--- config.mk ---
export PLATFORM = sky130hd
export DESIGN_NAME = const_div_seq
export DESIGN_NICKNAME = d
export VERILOG_FILES = /design/src/rtl/const_div_pkg.sv /design/src/rtl/const_div_step.sv /design/src/rtl/const_div_seq.sv
export SDC_FILE = /design/constraint.sdc
export NUM_CORES = 1
export LEC_CHECK = 0
export CAP_MARGIN = 5
export CORE_ASPECT_RATIO = 1.5
export CORE_MARGIN = 5
export CORE_UTILIZATION = 51
export CTS_CLUSTER_SIZE = 12
export DETAILED_ROUTE_END_ITERATION = 10
export PLACE_DENSITY_LB_ADDON = 0.2
export SLEW_MARGIN = 20
export SYNTH_ARGS = -nofsm -noshare
export SYNTH_HDL_FRONTEND = slang
export SYNTH_SLANG_ARGS = --single-unit
export TNS_END_PERCENT = 50
--- constraint.sdc ---
create_clock -name clk -period 5.6 [get_ports clk]
set_clock_uncertainty 0.2 [all_clocks]
set_input_delay 1.12 -clock clk [delete_from_list [all_inputs] [get_ports clk]]
set_output_delay 1.12 -clock clk [all_outputs]
set_load 0.02 [all_outputs]
--- src/rtl/const_div_pkg.sv ---
// const_div_pkg: shared types and sizing helpers for the constant divider.
// Optional macro CONST_DIV_UNROLL2_EN selects two steps per cycle in the top.
package const_div_pkg;

  typedef enum logic [1:0] {
    IDLE,
    RUN,
    DONE
  } state_e;

  function automatic int res_w(input int divisor);
    return $clog2(divisor);
  endfunction

  function automatic int nsteps(input int dw, input int cw);
    return (dw + cw - 1) / cw;
  endfunction

  // Dividend padded to whole cycles of upc steps each.
  function automatic int pad_w(input int ns, input int cw, input int upc);
    return ((ns + upc - 1) / upc) * upc * cw;
  endfunction

endpackage

--- src/rtl/const_div_step.sv ---
// const_div_step: one quotient/residue digit step, acc={res_i,chunk_i}.
// Ports: res_i, chunk_i in; q_o = acc/DIVISOR, res_o = acc%DIVISOR out.
module const_div_step #(
  parameter int DIVISOR = 47,
  parameter int CHUNK_W = 3,
  parameter int RES_W   = 6
) (
  input  logic [RES_W-1:0]   res_i,
  input  logic [CHUNK_W-1:0] chunk_i,
  output logic [CHUNK_W-1:0] q_o,
  output logic [RES_W-1:0]   res_o
);

  localparam int AW = RES_W + CHUNK_W;

  logic [AW-1:0] acc;

  // res_i < DIVISOR bounds acc below DIVISOR<<CHUNK_W, so a
  // CHUNK_W-deep restoring subtract of shifted constants is exact.
  always_comb begin
    acc = {res_i, chunk_i};
    q_o = '0;
    for (int i = CHUNK_W - 1; i >= 0; i--) begin
      if (acc >= (AW'(DIVISOR) << i)) begin
        acc    = acc - (AW'(DIVISOR) << i);
        q_o[i] = 1'b1;
      end
    end
    res_o = acc[RES_W-1:0];
  end

endmodule

--- src/rtl/const_div_seq.sv ---
// const_div_seq: digit-serial divide by constant with valid/ready handshakes.
// Ports: in_valid/in_ready/in_dividend, out_valid/out_ready/out_quot/out_rem, busy.
// Macro CONST_DIV_UNROLL2_EN: two cascaded steps per cycle.
module const_div_seq
  import const_div_pkg::*;
#(
  parameter int DIVIDEND_W = 36,
  parameter int DIVISOR    = 47,
  parameter int CHUNK_W    = 3,
  localparam int RES_W     = res_w(DIVISOR),
  localparam int NSTEPS    = nsteps(DIVIDEND_W, CHUNK_W)
) (
  input  logic                  clk,
  input  logic                  rst_n,
  input  logic                  in_valid,
  output logic                  in_ready,
  input  logic [DIVIDEND_W-1:0] in_dividend,
  output logic                  out_valid,
  input  logic                  out_ready,
  output logic [DIVIDEND_W-1:0] out_quot,
  output logic [RES_W-1:0]      out_rem,
  output logic                  busy
);

`ifdef CONST_DIV_UNROLL2_EN
  localparam int UPC = 2;
`else
  localparam int UPC = 1;
`endif
  localparam int SW    = UPC * CHUNK_W;
  localparam int NCYC  = (NSTEPS + UPC - 1) / UPC;
  localparam int PAD_W = pad_w(NSTEPS, CHUNK_W, UPC);
  localparam int CNT_W = $clog2(NCYC + 1);

  state_e                state_q, state_d;
  logic [PAD_W-1:0]      sh_q, sh_d;
  logic [DIVIDEND_W-1:0] quot_q, quot_d;
  logic [RES_W-1:0]      res_q, res_d;
  logic [CNT_W-1:0]      cnt_q, cnt_d;

  logic [CHUNK_W-1:0]    ch0, q0;
  logic [RES_W-1:0]      r0;
  logic [SW-1:0]         qdig;
  logic [RES_W-1:0]      res_nxt;

  assign ch0 = sh_q[PAD_W-1 -: CHUNK_W];

  const_div_step #(
    .DIVISOR(DIVISOR),
    .CHUNK_W(CHUNK_W),
    .RES_W  (RES_W)
  ) u_step0 (
    .res_i  (res_q),
    .chunk_i(ch0),
    .q_o    (q0),
    .res_o  (r0)
  );

`ifdef CONST_DIV_UNROLL2_EN
  logic [CHUNK_W-1:0] ch1, q1;
  logic [RES_W-1:0]   r1;

  assign ch1 = sh_q[PAD_W-CHUNK_W-1 -: CHUNK_W];

  const_div_step #(
    .DIVISOR(DIVISOR),
    .CHUNK_W(CHUNK_W),
    .RES_W  (RES_W)
  ) u_step1 (
    .res_i  (r0),
    .chunk_i(ch1),
    .q_o    (q1),
    .res_o  (r1)
  );

  assign qdig    = {q0, q1};
  assign res_nxt = r1;
`else
  assign qdig    = q0;
  assign res_nxt = r0;
`endif

  always_comb begin
    state_d = state_q;
    sh_d    = sh_q;
    quot_d  = quot_q;
    res_d   = res_q;
    cnt_d   = cnt_q;
    unique case (state_q)
      IDLE: begin
        if (in_valid) begin
          sh_d    = PAD_W'(in_dividend);
          quot_d  = '0;
          res_d   = '0;
          cnt_d   = '0;
          state_d = RUN;
        end
      end
      RUN: begin
        sh_d   = {sh_q[PAD_W-SW-1:0], {SW{1'b0}}};
        // Padded MSB digits are zero, so truncating loses nothing.
        quot_d = {quot_q[DIVIDEND_W-SW-1:0], qdig};
        res_d  = res_nxt;
        cnt_d  = cnt_q + 1'b1;
        if (cnt_q == CNT_W'(NCYC - 1)) begin
          state_d = DONE;
        end
      end
      DONE: begin
        if (out_ready) begin
          state_d = IDLE;
        end
      end
      default: state_d = IDLE;
    endcase
  end

  always_ff @(posedge clk or negedge rst_n) begin
    if (!rst_n) begin
      state_q <= IDLE;
      sh_q    <= '0;
      quot_q  <= '0;
      res_q   <= '0;
      cnt_q   <= '0;
    end else begin
      state_q <= state_d;
      sh_q    <= sh_d;
      quot_q  <= quot_d;
      res_q   <= res_d;
      cnt_q   <= cnt_d;
    end
  end

  assign in_ready  = (state_q == IDLE);
  assign busy      = (state_q == RUN);
  assign out_valid = (state_q == DONE);
  // Mask so a partial result is never visible on the outputs.
  assign out_quot  = out_valid ? quot_q : '0;
  assign out_rem   = out_valid ? res_q : '0;

endmodule

==> results of run 1 <==
power groups by stage:
stage	Combinational, mW	Sequential, mW	Clock, mW
2_1_floorplan	1.30	1.02	0
3_3_place_gp	1.52	1.13	0
3_5_place_dp	1.56	1.14	0
4_1_cts	1.57	1.14	0.596
5_1_grt	1.74	1.18	0.627
6_report	1.58	1.14	0.588
worst min-delay path by stage:
| stage | from | endpoint | slack (ns) | depth (start not counted) |
|---|---|---|---|---|
| after global placement | quot_q[35]$_DFFE_PN0P_ | quot_q[35]$_DFFE_PN0P_ | 0.28 | 1 |
| final | quot_q[33]$_DFFE_PN0P_ | quot_q[33]$_DFFE_PN0P_ | 0.30 | 1 |
| after detailed placement | quot_q[34]$_DFFE_PN0P_ | quot_q[34]$_DFFE_PN0P_ | 0.28 | 1 |
| after floorplan | quot_q[33]$_DFFE_PN0P_ | quot_q[33]$_DFFE_PN0P_ | 0.26 | 1 |
| after global routing | quot_q[33]$_DFFE_PN0P_ | quot_q[33]$_DFFE_PN0P_ | 0.33 | 1 |
| after CTS | quot_q[33]$_DFFE_PN0P_ | quot_q[33]$_DFFE_PN0P_ | 0.30 | 1 |
synth_stat cells (2+ instances only):
cell	count
nor2_1	10
a31oi_1	4
a21oi_1	42
o21a_1	2
inv_1	8
nand2b_1	2
buf_2	5
a211o_1	3
a221o_1	2
nand4_1	4
a21o_1	3
mux2i_1	4
nor3b_1	2
nor4_1	2
a31o_2	2
ha_1	4
nor2b_1	42
nand3b_1	3
o211ai_1	5
and3b_1	5
a41oi_1	2
nor3_1	4
nand2_1	29
o21ai_0	49
xnor2_1	2
and2_1	41
a22oi_1	30
clkbuf_1	35
and4_1	2
a311o_1	3
dfrtp_1	84
nand3_1	7
a22o_1	35
state kept, by name, indices dropped and copies added, names as in the netlist:
register / cells
res_q: 6
state_q: 2
quot_q: 36
sh_q: 36
cnt_q: 4
layout by cell type, fill, tap and decap left out, types with 5 or more instances in the layout:
cell type         n
a22oi_1          30
and2_1           41
o21ai_0          49
nand3_1           7
dfrtp_1          84
and3b_1           5
a22o_1           35
inv_1             7
clkdlybuf4s50_1  83
nand2_1          29
nor2b_1          40
clkbuf_16         9
o211ai_1          5
nor2_1           10
a21oi_1          42
buf_4             6
logic make-up (layout without fill, tap and decap cells):
kind of cell,Yosys count,in the layout
AO/OA/AOI/OAI,199,199
XOR/XNOR,2,2
flip-flops,84,84
AND/OR/NAND/NOR,161,161
buffers and inverters,49,115
adder cells (fa/ha/maj),4,4
multiplexers,4,4
per-stage QoR:
stage               worst slack, ns  util (%)
finish                        0.758      64.5
global route                  0.422      64.5
CTS                           0.767      64.3
detailed placement            0.802      61.1
global placement              0.995      61.0
floorplan                      1.25         -
cell type report:
| cell class | instances | share of cell area (%) |
|---|---|---|
| Inverter | 8 | 0.506 |
| Clock buffer | 9 | 3.79 |
| Clock inverter | 7 | 1.24 |
| Timing Repair Buffer | 91 | 15.2 |
| Tap cell | 112 | 2.36 |
| Sequential cell | 84 | 35.4 |
| Multi-Input combinational cell | 370 | 41.5 |
metal layers:
metal	vias to the layer above	global-route usage [%]
met4	0	8.63
met5	-	0
met2	114	36.0
met1	2033	27.1
met3	24	4.44
li1	1980	-
worst register-to-register path, delay by kind of cell, from the launching register on:
kind / cells / cell delay, ns
AOI/OAI and AO/OA: 3 / 0.62
xor gates and xnor gates: 2 / 0.47
adders and majority gates: 3 / 0.96
DFF: 1 / 0.49
and+or+nand+nor: 8 / 2.00
==> results.ini, run 1 <==
[outcome]
status = complete, no violations

[timing]
post-route-period-util_pct = 86.5
tightest_slew_ns = 0.777
hold-worst-slack_ns = 0.300
slew_violations = 0
fin_crit_ns = 4.84
rsz0062_at_grt = no
setup_viol = 0
fin_tns_setup_ns = 0
timing.fmax_ghz = 0.207
hold_viol_final = 0
slew-limit-headroom_pct = 48.2

[clocking]
numClockSinks = 84
cts_tree = built
numCtsBuffers = 9
clk_latency_ns = 0.35
cts.repair.resized = 0
cts_buffer_depth = 2
cts_hold_buf = 0
path_clk_slew_ns = 0.07
cts-root-buf = clkbuf_16
cts_setup_buffers = 0
cts_max_level = 3

[global_route]
grt_use_total_pct = 21.7
grt_overflow = 0
grt_pass1_wl_um = 19700
grt_pass1_vias = 4014
grt_max_degree = 85
antenna_found_initial = 0

[detailed_routing]
drt-pass1-iter-count = 5
top_layer = met4
route.detailed.drc = 0
met2_length_um = 6190
first_iter_violations = 235
vias = 4151
viasPerCell = 6.10
wl_met1_um = 4860
wirelength_um = 12000
drtAntennaViolNets = 0
wl_met3_um = 582
wl_per_cell_um = 17.6

[placed_design]
dp_hpwl_um = 8120
place_area_um2 = 5620
gp_congestion = 0.883
port_buffers = 84
dp.cells = 664

[power_and_ir_drop]
power_mw = 3.31
power_frac_clock_pct = 17.8
p_int_mw = 1.88
p_sw_mw = 1.42
p_seq_share_pct = 34.5
comb_power_share_pct = 47.7
swShare_pct = 43.1
leakagePower_nw = 2.46
ir_drop_uv = 373
p_per_area_nw_per_um2 = 557

[finish]
syn2layout_area_growth_pct = 25.2
fin_cells = 681
num-nets-final = 608
seq_area_um2 = 2100
fillers = 770
multiInputGateArea_um2 = 2460
stdcell_area_um2 = 5940
antenna_cells = 0
drive_gt1_share_pct = 6.68

[die]
initial_utilization_pct = 51.5
core_area_um2 = 9200
rows = 43
die_y_um = 128
die-area_um2 = 11400
ios = 85
die_w_um = 88.7

[synth]
yosysSeqAreaShare_pct = 44.3
synth_compound_area_share_pct = 29.4
yosys.area_share.simple_pct = 19.8
synth_ff_type = dfrtp_1
ys_top_cells_by_area = dfrtp_1 44%, a22o_1 6.5%, nor2b_1 5.5%, and2_1 5.4%, o21ai_0 5.2%
synth_top_cell_area_share_pct = 44.3
syn-num-nets = 547
synth_top_family_by_area = compound AO/OA/AOI/OAI gates
synthArstFlopShare_pct = 100
synth_xor_area_share_pct = 0.369
yosysWarnings = 0
syn-instance-count = 503
syn_area_um2 = 4740
synth-edff-count = 0
synth_fa_ha_area_share_pct = 1.06
synthMuxAreaShare_pct = 0.845
synth.largest_area_cell = dfrtp_1
ys_ff_latch = 84
synth_cell_types = 59
syn_area_per_cell_um2 = 9.43

[setup_path]
crit_path_max_fanout = 10
path_cells = ha_1 -> nor3b_2 -> or4_4 -> nand2_1 -> xnor2_1 -> ha_1 -> nand4_1 -> and2_1 -> xnor2_1 -> ha_1 -> nand2_1 -> nor4_1 -> a311oi_4 -> nor4bb_1 -> a31o_2 -> a221o_1
worstPathRequired_ns = 5.63
reg2reg_to = res_q[2]$_DFFE_PN0P_
start_kind = register
endpoint_kind = register
crit_end = res_q[2]$_DFFE_PN0P_
r2r_start = sh_q[35]$_DFFE_PN0P_
crit_family = simple AND/OR/NAND/NOR gates
critPathMaxStageDelay_ns = 0.53
critPathKind = register to register
cpMaxStageDelayCell = nor4_1
arrival_ns = 4.87
crit_buf_inv = 0
rrSetupSlack_ns = 0.76
timing.critical_path.from = sh_q[35]$_DFFE_PN0P_
reg2reg_depth = 16
crit_top_cell = ha_1
cp.depth = 16

[flow_run]
drv_cap = 0

[hold_path]
worstHoldPathType = register to register

No activity file was read; power rests on OpenSTA's default activity.
==> run 2: changes to the inputs <==
--- a/config.mk
+++ b/config.mk
@@ -8,7 +8,7 @@
 export CAP_MARGIN = 5
 export CORE_ASPECT_RATIO = 1.5
 export CORE_MARGIN = 5
-export CORE_UTILIZATION = 51
+export CORE_UTILIZATION = 45
 export CTS_CLUSTER_SIZE = 12
 export DETAILED_ROUTE_END_ITERATION = 10
 export PLACE_DENSITY_LB_ADDON = 0.2
==> run 2 against run 1 <==
Global-route usage fell by 1.8 points. Clock-buffer cell count stayed put. Sequential power hardly changed. Critical path depth stayed put. Via count decreased by 0.65%. Combinational power hardly changed. Register-to-register slack improved by 0.07 ns. Sequential cell count stayed put. Final area increased by 0.32%. Cell count increased by 4.7%. Maximum frequency rose by 1.5%. Clock power decreased by 3%. Highest routed layer unchanged.
==> results.ini, run 2 (same netlist as run 1, synthesis figures left out) <==
[power_and_ir_drop]
p_int_mw = 1.87
power_frac_clock_pct = 17.4
swShare_pct = 43.1
comb_power_share_pct = 48.0
p_per_area_nw_per_um2 = 553
p_seq_share_pct = 34.6
power_mw = 3.29
p_sw_mw = 1.42
leakagePower_nw = 2.44
ir_drop_uv = 296

[finish]
drive_gt1_share_pct = 6.68
antenna_cells = 0
fillers = 979
final_common_cell = dfrtp_1
syn2layout_area_growth_pct = 25.6
fin_cells = 713
num-nets-final = 608
layout_common_cells = 84 x dfrtp_1, 83 x clkdlybuf4s50_1, 49 x o21ai_0
largestRegisters = quot_q: 36 flops, sh_q: 36 flops, res_q: 6 flops

[timing]
slew_violations = 0
timing.fmax_ghz = 0.210
fin_tns_setup_ns = 0
hold_viol_final = 0
worst_slack_ns = 0.828
fin_crit_ns = 4.77
slew-limit-headroom_pct = 37.3
rsz0062_at_grt = no
setup_viol = 0
post-route-period-util_pct = 85.2
tightest_slew_ns = 0.938

[die]
initial_utilization_pct = 45.3
rows = 46
die_w_um = 93.8
core_area_um2 = 10500
ios = 85
die_y_um = 136
die-area_um2 = 12700

[detailed_routing]
wl_per_cell_um = 17.3
vias = 4124
first_iter_violations = 217
route.detailed.drc = 0
drtAntennaViolNets = 0
viasPerCell = 5.78
drt-pass1-iter-count = 5
wirelength_um = 12400

[clocking]
clk_latency_ns = 0.34
cts.repair.resized = 0
cts_tree = built
cts_buffer_depth = 2
numClockSinks = 84
cts_max_level = 3
path_clk_slew_ns = 0.07
numCtsBuffers = 9
cts-root-buf = clkbuf_16
cts_hold_buf = 0
cts_setup_buffers = 0

[setup_path]
worstPathRequired_ns = 5.62
critPathKind = register to register
arrival_ns = 4.79
start_kind = register
r2r_start = sh_q[35]$_DFFE_PN0P_
crit_top_cell = ha_1
critPathMaxStageDelay_ns = 0.50
timing.critical_path.from = sh_q[35]$_DFFE_PN0P_
crit_path_max_fanout = 10
path_cells = ha_1 -> nor3b_2 -> or4_4 -> nand2_1 -> xnor2_1 -> ha_1 -> nand4_1 -> and2_1 -> xnor2_1 -> ha_1 -> nand2_1 -> nor4_1 -> a311oi_4 -> nor4bb_1 -> a31o_2 -> a221o_1
cpMaxStageDelayCell = nor4_1
crit_buf_inv = 0
crit_family = simple AND/OR/NAND/NOR gates
endpoint_kind = register

[outcome]
status = complete, no violations

[flow_run]
drv_cap = 0

[global_route]
grt_pass1_wl_um = 20300
grt_overflow = 0
antenna_found_initial = 0
grt_use_total_pct = 19.9
grt_max_degree = 76
grt_pass1_vias = 4079

[placed_design]
post-place-ws_ns = 0.859
dp_hpwl_um = 8510
gp_congestion = 0.874
dp.cells = 697
port_buffers = 84

[hold_path]
worstHoldPathType = register to register
min_from = quot_q[33]$_DFFE_PN0P_

[run 2: power by group through the flow]
stage | Clock (mW) | Combinational [mW] | Sequential, mW
2_1_floorplan | 0 | 1.30 | 1.02
3_3_place_gp | 0 | 1.53 | 1.13
3_5_place_dp | 0 | 1.57 | 1.14
4_1_cts | 0.589 | 1.58 | 1.13
5_1_grt | 0.617 | 1.75 | 1.18
6_report | 0.573 | 1.58 | 1.14
[run 2: layer usage]
metal | vias to the layer above | global-route usage [%] | wire [um]
met5 | - | 0 | 0
met4 | 0 | 7.55 | 272
met3 | 17 | 3.39 | 473
met2 | 104 | 33.9 | 6580
met1 | 2030 | 25.1 | 5020
li1 | 1973 | - | -
[run 2: stage by stage]
stage / hold WS (ns) / instance area (um^2) / util, %
CTS: 0.298 / 5950 / 56.8
finish: 0.300 / 5950 / 56.8
global route: 0.304 / 5950 / 56.8
global placement: 0.279 / 5660 / 54.0
floorplan: 0.258 / 4740 / -
detailed placement: 0.275 / 5660 / 54.0
[run 2: layout make-up]
class | count | area [um^2] | share of cell area, %
Multi-Input combinational cell | 370 | 2460 | 41.4
Clock buffer | 9 | 225 | 3.78
Timing Repair Buffer | 91 | 891 | 15.0
Clock inverter | 7 | 63.8 | 1.07
Tap cell | 144 | 180 | 3.03
Inverter | 8 | 30.0 | 0.504
Sequential cell | 84 | 2100 | 35.3
[run 2: worst reg2reg max path, delay by kind of cell, from the launching register on]
kind	cells	cell delay, ns
flops	1	0.49
fa+ha+maj	3	0.94
compound gates	3	0.63
xor+xnor	2	0.44
simple gates	8	1.95
[run 2: worst paths after layout]
check / end / cells past startpoint / slack [ns]
worst max register to register: res_q[2]$_DFFE_PN0P_ / 16 / 0.83
worst max-delay path: res_q[2]$_DFFE_PN0P_ / 16 / 0.83
worst min-delay path: quot_q[33]$_DFFE_PN0P_ / 1 / 0.30
worst min register to register: quot_q[33]$_DFFE_PN0P_ / 1 / 0.30
min in group asynchronous: quot_q[17]$_DFFE_PN0P_ / 1 / 0.49
max in group asynchronous: res_q[5]$_DFFE_PN0P_ / 2 / 3.64
